**config.mk**
```make
export PLATFORM = sky130hd
export DESIGN_NAME = conv_out_postproc
export DESIGN_NICKNAME = d
export VERILOG_FILES = /design/src/rtl/conv_pkg.sv /design/src/rtl/sync_fifo.sv /design/src/rtl/conv_out_postproc.sv
export SDC_FILE = /design/constraint.sdc
export NUM_CORES = 1
export LEC_CHECK = 0
export CAP_MARGIN = 5
export CORE_ASPECT_RATIO = 1.4
export CORE_MARGIN = 2
export CORE_UTILIZATION = 29
export DETAILED_ROUTE_END_ITERATION = 7
export GPL_TIMING_DRIVEN = 0
export SYNTH_ARGS = -nofsm -noshare
export SYNTH_HDL_FRONTEND = slang
export SYNTH_SLANG_ARGS = --single-unit
export TNS_END_PERCENT = 50
```
**constraint.sdc**
```tcl
create_clock -name clk -period 3.9 [get_ports clk]
set_input_delay 0.585 -clock clk [delete_from_list [all_inputs] [get_ports clk]]
set_output_delay 0.585 -clock clk [all_outputs]
set_load 0.1 [all_outputs]
```
**src/rtl/conv_pkg.sv**
```systemverilog
// Shared constants and the requantise/saturate helper for the convolution
// output path.
package conv_pkg;

  // Accumulator width produced by the 8x4 convolution core.
  localparam int ACC_SIZE      = 18;
  // Default width of the requantised output samples.
  localparam int OUT_WIDTH     = 8;
  // Default requantisation shift.
  localparam int DEFAULT_SHIFT = 4;
  // Working width of sat_requant; wide enough for any accumulator we build.
  localparam int RQ_W          = 64;

  // Arithmetic right shift (floor), optional ReLU, then clip to a signed
  // out_w-bit range. Returns {sat_flag, value}; value is RQ_W bits and the
  // caller keeps the low out_w bits. A ReLU clamp alone never sets sat_flag.
  function automatic logic [RQ_W:0] sat_requant(
    input logic signed [RQ_W-1:0] in_val,
    input int                     shift,
    input logic                   relu,
    input int                     out_w = OUT_WIDTH
  );
    logic signed [RQ_W-1:0] t;
    logic signed [RQ_W-1:0] max_v;
    logic signed [RQ_W-1:0] min_v;
    logic                   sat;
    t     = in_val >>> shift;
    max_v = (64'sd1 <<< (out_w - 1)) - 64'sd1;
    min_v = -(64'sd1 <<< (out_w - 1));
    sat   = 1'b0;
    if (relu && t[RQ_W-1]) begin
      t = '0;
    end
    if (t > max_v) begin
      t   = max_v;
      sat = 1'b1;
    end else if (t < min_v) begin
      t   = min_v;
      sat = 1'b1;
    end
    return {sat, t};
  endfunction

endpackage

```
**src/rtl/sync_fifo.sv**
```systemverilog
// Small synchronous FIFO: power-of-two depth, registered count, read data
// forced to zero while empty so the output bus never shows stale entries.
module sync_fifo #(
  parameter int  WIDTH = 8,
  parameter int  DEPTH = 4,
  localparam int PW    = $clog2(DEPTH)
) (
  input  logic             clk,
  input  logic             reset,
  input  logic             push_i,
  input  logic [WIDTH-1:0] wdata_i,
  input  logic             pop_i,
  output logic [WIDTH-1:0] rdata_o,
  output logic [PW:0]      count_o,
  output logic             full_o,
  output logic             empty_o
);

  localparam logic [PW:0] COUNT_FULL = (PW + 1)'(DEPTH);

  logic [WIDTH-1:0] mem_q [DEPTH];
  logic [PW-1:0]    wr_ptr_q, wr_ptr_d;
  logic [PW-1:0]    rd_ptr_q, rd_ptr_d;
  logic [PW:0]      count_q, count_d;
  logic             do_push;
  logic             do_pop;

  assign full_o  = (count_q == COUNT_FULL);
  assign empty_o = (count_q == '0);
  assign count_o = count_q;
  assign rdata_o = empty_o ? '0 : mem_q[rd_ptr_q];

  // Guard requests so a full push or an empty pop can never corrupt state.
  assign do_push = push_i && !full_o;
  assign do_pop  = pop_i && !empty_o;

  // Next pointers and occupancy; pointers wrap naturally at DEPTH.
  always_comb begin
    wr_ptr_d = wr_ptr_q;
    rd_ptr_d = rd_ptr_q;
    count_d  = count_q;
    if (do_push) begin
      wr_ptr_d = wr_ptr_q + PW'(1);
    end
    if (do_pop) begin
      rd_ptr_d = rd_ptr_q + PW'(1);
    end
    case ({do_push, do_pop})
      2'b10:   count_d = count_q + (PW + 1)'(1);
      2'b01:   count_d = count_q - (PW + 1)'(1);
      default: count_d = count_q;
    endcase
  end

  // Pointer and count registers, cleared by synchronous reset.
  always_ff @(posedge clk) begin
    if (reset) begin
      wr_ptr_q <= '0;
      rd_ptr_q <= '0;
      count_q  <= '0;
    end else begin
      wr_ptr_q <= wr_ptr_d;
      rd_ptr_q <= rd_ptr_d;
      count_q  <= count_d;
    end
  end

  // Storage array; contents need no reset because reads are masked when empty.
  always_ff @(posedge clk) begin
    if (do_push) begin
      mem_q[wr_ptr_q] <= wdata_i;
    end
  end

endmodule

```
**src/rtl/conv_out_postproc.sv**
```systemverilog
// Output post-processing for the convolution core: requantise each 18-bit
// accumulator sample (shift, optional ReLU, saturate), buffer the results in
// a small FIFO and count how many accepted samples were clipped.
//
// Handshake: on both ports a transfer happens on the rising edge where valid
// and ready are both high. Valid, once raised, holds with stable data until
// the transfer. s_ready_y comes only from the registered FIFO occupancy (and
// is low during reset); it never looks at m_ready_z, so a full FIFO accepts
// again only in the cycle after a pop.
module conv_out_postproc
  import conv_pkg::*;
#(
  parameter int IN_WIDTH  = ACC_SIZE,
  parameter int OUT_WIDTH = conv_pkg::OUT_WIDTH,
  parameter int SHIFT     = DEFAULT_SHIFT,
  parameter int RELU_EN   = 1,
  parameter int DEPTH     = 4,
  parameter int CNT_WIDTH = 16
) (
  input  logic                 clk,
  input  logic                 reset,
  input  logic                 s_valid_y,
  output logic                 s_ready_y,
  input  logic [IN_WIDTH-1:0]  s_data_in_y,
  output logic                 m_valid_z,
  input  logic                 m_ready_z,
  output logic [OUT_WIDTH-1:0] m_data_out_z,
  output logic [CNT_WIDTH-1:0] sat_cnt
);

  localparam int PW = $clog2(DEPTH);

  logic signed [RQ_W-1:0] in_ext;
  logic [RQ_W:0]          rq;
  logic [OUT_WIDTH-1:0]   rq_val;
  logic                   rq_sat;
  logic                   unused_rq_bits;
  logic [PW:0]            unused_fifo_count;

  logic                   fifo_full;
  logic                   fifo_empty;
  logic                   push;
  logic                   pop;

  logic [CNT_WIDTH-1:0]   sat_cnt_q, sat_cnt_d;

  // Requantiser on the push path: sign-extend, shift, ReLU, clip.
  assign in_ext         = RQ_W'($signed(s_data_in_y));
  assign rq             = sat_requant(in_ext, SHIFT, RELU_EN != 0, OUT_WIDTH);
  assign rq_val         = rq[OUT_WIDTH-1:0];
  assign rq_sat         = rq[RQ_W];
  assign unused_rq_bits = ^rq[RQ_W-1:OUT_WIDTH];

  assign s_ready_y = !reset && !fifo_full;
  assign push      = s_valid_y && s_ready_y;
  assign m_valid_z = !fifo_empty;
  assign pop       = m_valid_z && m_ready_z;

  sync_fifo #(
    .WIDTH (OUT_WIDTH),
    .DEPTH (DEPTH)
  ) u_fifo (
    .clk     (clk),
    .reset   (reset),
    .push_i  (push),
    .wdata_i (rq_val),
    .pop_i   (pop),
    .rdata_o (m_data_out_z),
    .count_o (unused_fifo_count),
    .full_o  (fifo_full),
    .empty_o (fifo_empty)
  );

  // Saturation counter advances on accepted clipped samples and sticks at max.
  always_comb begin
    sat_cnt_d = sat_cnt_q;
    if (push && rq_sat && (sat_cnt_q != '1)) begin
      sat_cnt_d = sat_cnt_q + CNT_WIDTH'(1);
    end
  end

  // Saturation counter register.
  always_ff @(posedge clk) begin
    if (reset) begin
      sat_cnt_q <= '0;
    end else begin
      sat_cnt_q <= sat_cnt_d;
    end
  end

  assign sat_cnt = sat_cnt_q;

endmodule
```
==> results_dict.tcl, run 1 <==
set metrics [dict create \
    cp_max_fo 8 \
    drc 0 \
    slew_violations 0 \
    avgSynthCellArea_um2 11.8 \
    htree_levels 3 \
    ys_types 38 \
    core_um2 8560 \
    worstPathArrival_ps 2900 \
    ys_ff_latch 57 \
    num_rows 40 \
    cts_hold_buf 0 \
    grt_pass1_wl_um 8510 \
    outcome "finished clean" \
    synth_top_cell_by_area "edfxtp_1" \
    ys.flop_type "edfxtp_1" \
    setup_tns_ps 0 \
    wl_per_cell_um 13.9 \
    final_cell_area_um2 3390 \
    grt_setup_unrepaired "no" \
    post-synth-top-area-fraction_pct 37.8 \
    drt-total-wl_um 5290 \
    grt_util_all_layers_pct 11.6 \
    cts_tree "done" \
    clkSinkCount 57 \
    hold_depth 2 \
    synth_edf_count 32 \
    die_x_um 83.2 \
    via_count 1788 \
    num_io_pins 48 \
    hold_violations 0 \
    synth-seq-area-share_pct 57.4 \
    end_kind "output port" \
    p_leak_nw 1.15 \
    p_per_area_nw_per_um2 657 \
    start_util_pct 29.7 \
    period_minus_slack_ps 3480 \
    reg2reg_from "u_fifo.count_o[0]$_SDFFE_PP0P_" \
    r2r_end "u_fifo.count_o[2]$_SDFFE_PP0P_" \
    clock_tree.buffer_depth 2 \
    first_iter_violations 59 \
    finalNetCount 299 \
    period_share_pct 89.3 \
    area_growth_pct 33.0 \
    final_cell_mix "clkdlybuf4s50_1 (41), edfxtp_1 (32), nor2_1 (29)" \
    maxCapViolations 0 \
    cts_buffers 9 \
    skew_ps 5.77 \
    ir_worst_vdd_mv 0.518 \
    io_buffer_count 41 \
    final_common_cell "clkdlybuf4s50_1" \
    cp.required_ps 3310 \
    synth_warnings 0 \
    r2r_slack_ps 1550 \
    antenna_found_initial 0 \
    crit_type "register to output port" \
    cts_resized 0 \
    overflow 0 \
    placed_area_um2 3100 \
    synth_area_um2 2540 \
    die_height_um 115 \
    drive_above_1_share_pct 10.9 \
    min_from "reset" \
    ys_async_sr_fraction_pct 0 \
    viasPerCell 4.71 \
    startpoint_type "register" \
    die_area_um2 9550 \
    p_total_mw 2.22 \
    max-slew-margin-rel_pct 34.1 \
    grt_pass1_vias 1743 \
    postCtsSetupBuffers 0 \
    cts.clk_slew.worst_paths_ps 50 \
    drtPass1Iterations 4 \
    setup_viol 0 \
    cts-root-buf "clkbuf_16" \
    reg2reg_depth 9 \
    diodes 0 \
    synth.area.top_cells "edfxtp_1 (38%), dfxtp_1 (20%), mux4_2 (7.1%), nor2_1 (4.3%), and2_1 (3.4%)" \
    insertion_delay_ps 320 \
    hold_class "input port to register" \
    place.gp.congestion 0.820 \
    dp_hpwl_um 3660 \
    clock.fmax_mhz 287 \
    antenna_left 0 \
    crit_end "m_data_out_z[6]" \
    grt_max_degree 11 \
    worstMarginPinSlew_ps 985 \
    synth_cells 215 \
]
## Yosys cell counts, drive strengths merged, types with 4 or more instances
master / number
nor2: 29
nand2: 5
o21ai: 7
dfxtp: 25
edfxtp: 32
nand4: 4
nand3: 9
mux4: 8
and2: 14
inv: 9
and3: 4
xor2: 4
ha: 6
clkbuf: 6
a21oi: 13
or3: 8
## critical path, cell delays in order, from the launching register on
cell and delay (ps):
dfxtp_1 300, clkbuf_1 540, mux4_2 600, and2_1 170, clkdlybuf4s50_1 960
## routing by layer
layer  GRT usage [%]  up-vias  wire length [µm]  part of all wire (%)
met5               0        -                 0                     0
met4            6.56        0                92                   1.7
met3            3.73        7               298                   5.6
met2            18.9       72              2570                    49
met1            13.6      823              2330                    44
li1                -      886                 -                     -
## power by group
part | internal, mW | switching [mW] | total [mW]
clock network | 0.489 | 0.259 | 0.747
logic | 0.226 | 0.552 | 0.778
registers | 0.679 | 0.0207 | 0.699
## metrics by stage
| step | util, % | instances | worst slack [ps] | hold slack, ps |
|---|---|---|---|---|
| after floorplan | - | 218 | 952 | 462 |
| final | 39.6 | 380 | 417 | 483 |
| after CTS | 39.6 | 380 | 341 | 474 |
| after detailed placement | 36.2 | 364 | 691 | 481 |
| after global placement | 36.2 | 364 | 718 | 478 |
| after global routing | 39.6 | 380 | 255 | 484 |
## state kept, by name, indices dropped and copies added, names as in the netlist, named ones only
signal,count
sat_cnt,16
u_fifo.rd_ptr_q,2
u_fifo.count_o,3
u_fifo.wr_ptr_q,2
u_fifo.mem_q,32
## worst min path at each step
stage                                           endpoint  slack, ps
final                           sat_cnt[12]$_SDFFE_PP0P_        480
after global routing            sat_cnt[12]$_SDFFE_PP0P_        480
after CTS                       sat_cnt[12]$_SDFFE_PP0P_        470
after detailed placement  u_fifo.count_o[2]$_SDFFE_PP0P_        480
after global placement    u_fifo.count_o[2]$_SDFFE_PP0P_        480
after floorplan           u_fifo.count_o[2]$_SDFFE_PP0P_        460
## final cells by class
class	instances	area, µm²
Buffer	8	38.8
Clock buffer	10	229
Clock inverter	6	58.8
Fill cell	811	5170
Inverter	9	33.8
Multi-Input combinational cell	144	1020
Sequential cell	57	1460
Tap cell	105	131
Timing Repair Buffer	41	410
## logic make-up after synthesis
logic type,synth area share [%]
muxes,8.51
buffers and inverters,2.85
adders and majority gates,3.74
DFF,57.4
AOI/OAI and AO/OA,6.88
and+or+nand+nor,18.0
other,0.147
xor gates and xnor gates,2.41
No activity file was read; power rests on OpenSTA's default activity.
==> run 2, diff against run 1 <==
--- a/config.mk
+++ b/config.mk
@@ -5,7 +5,7 @@
 export SDC_FILE = /design/constraint.sdc
 export NUM_CORES = 1
 export LEC_CHECK = 0
-export CAP_MARGIN = 5
+export ABC_CLOCK_PERIOD_IN_PS = 3900
 export CORE_ASPECT_RATIO = 1.4
 export CORE_MARGIN = 2
 export CORE_UTILIZATION = 29
==> results of run 2 <==
No change in the layout: final DEF, timing and power equal those of run 1.
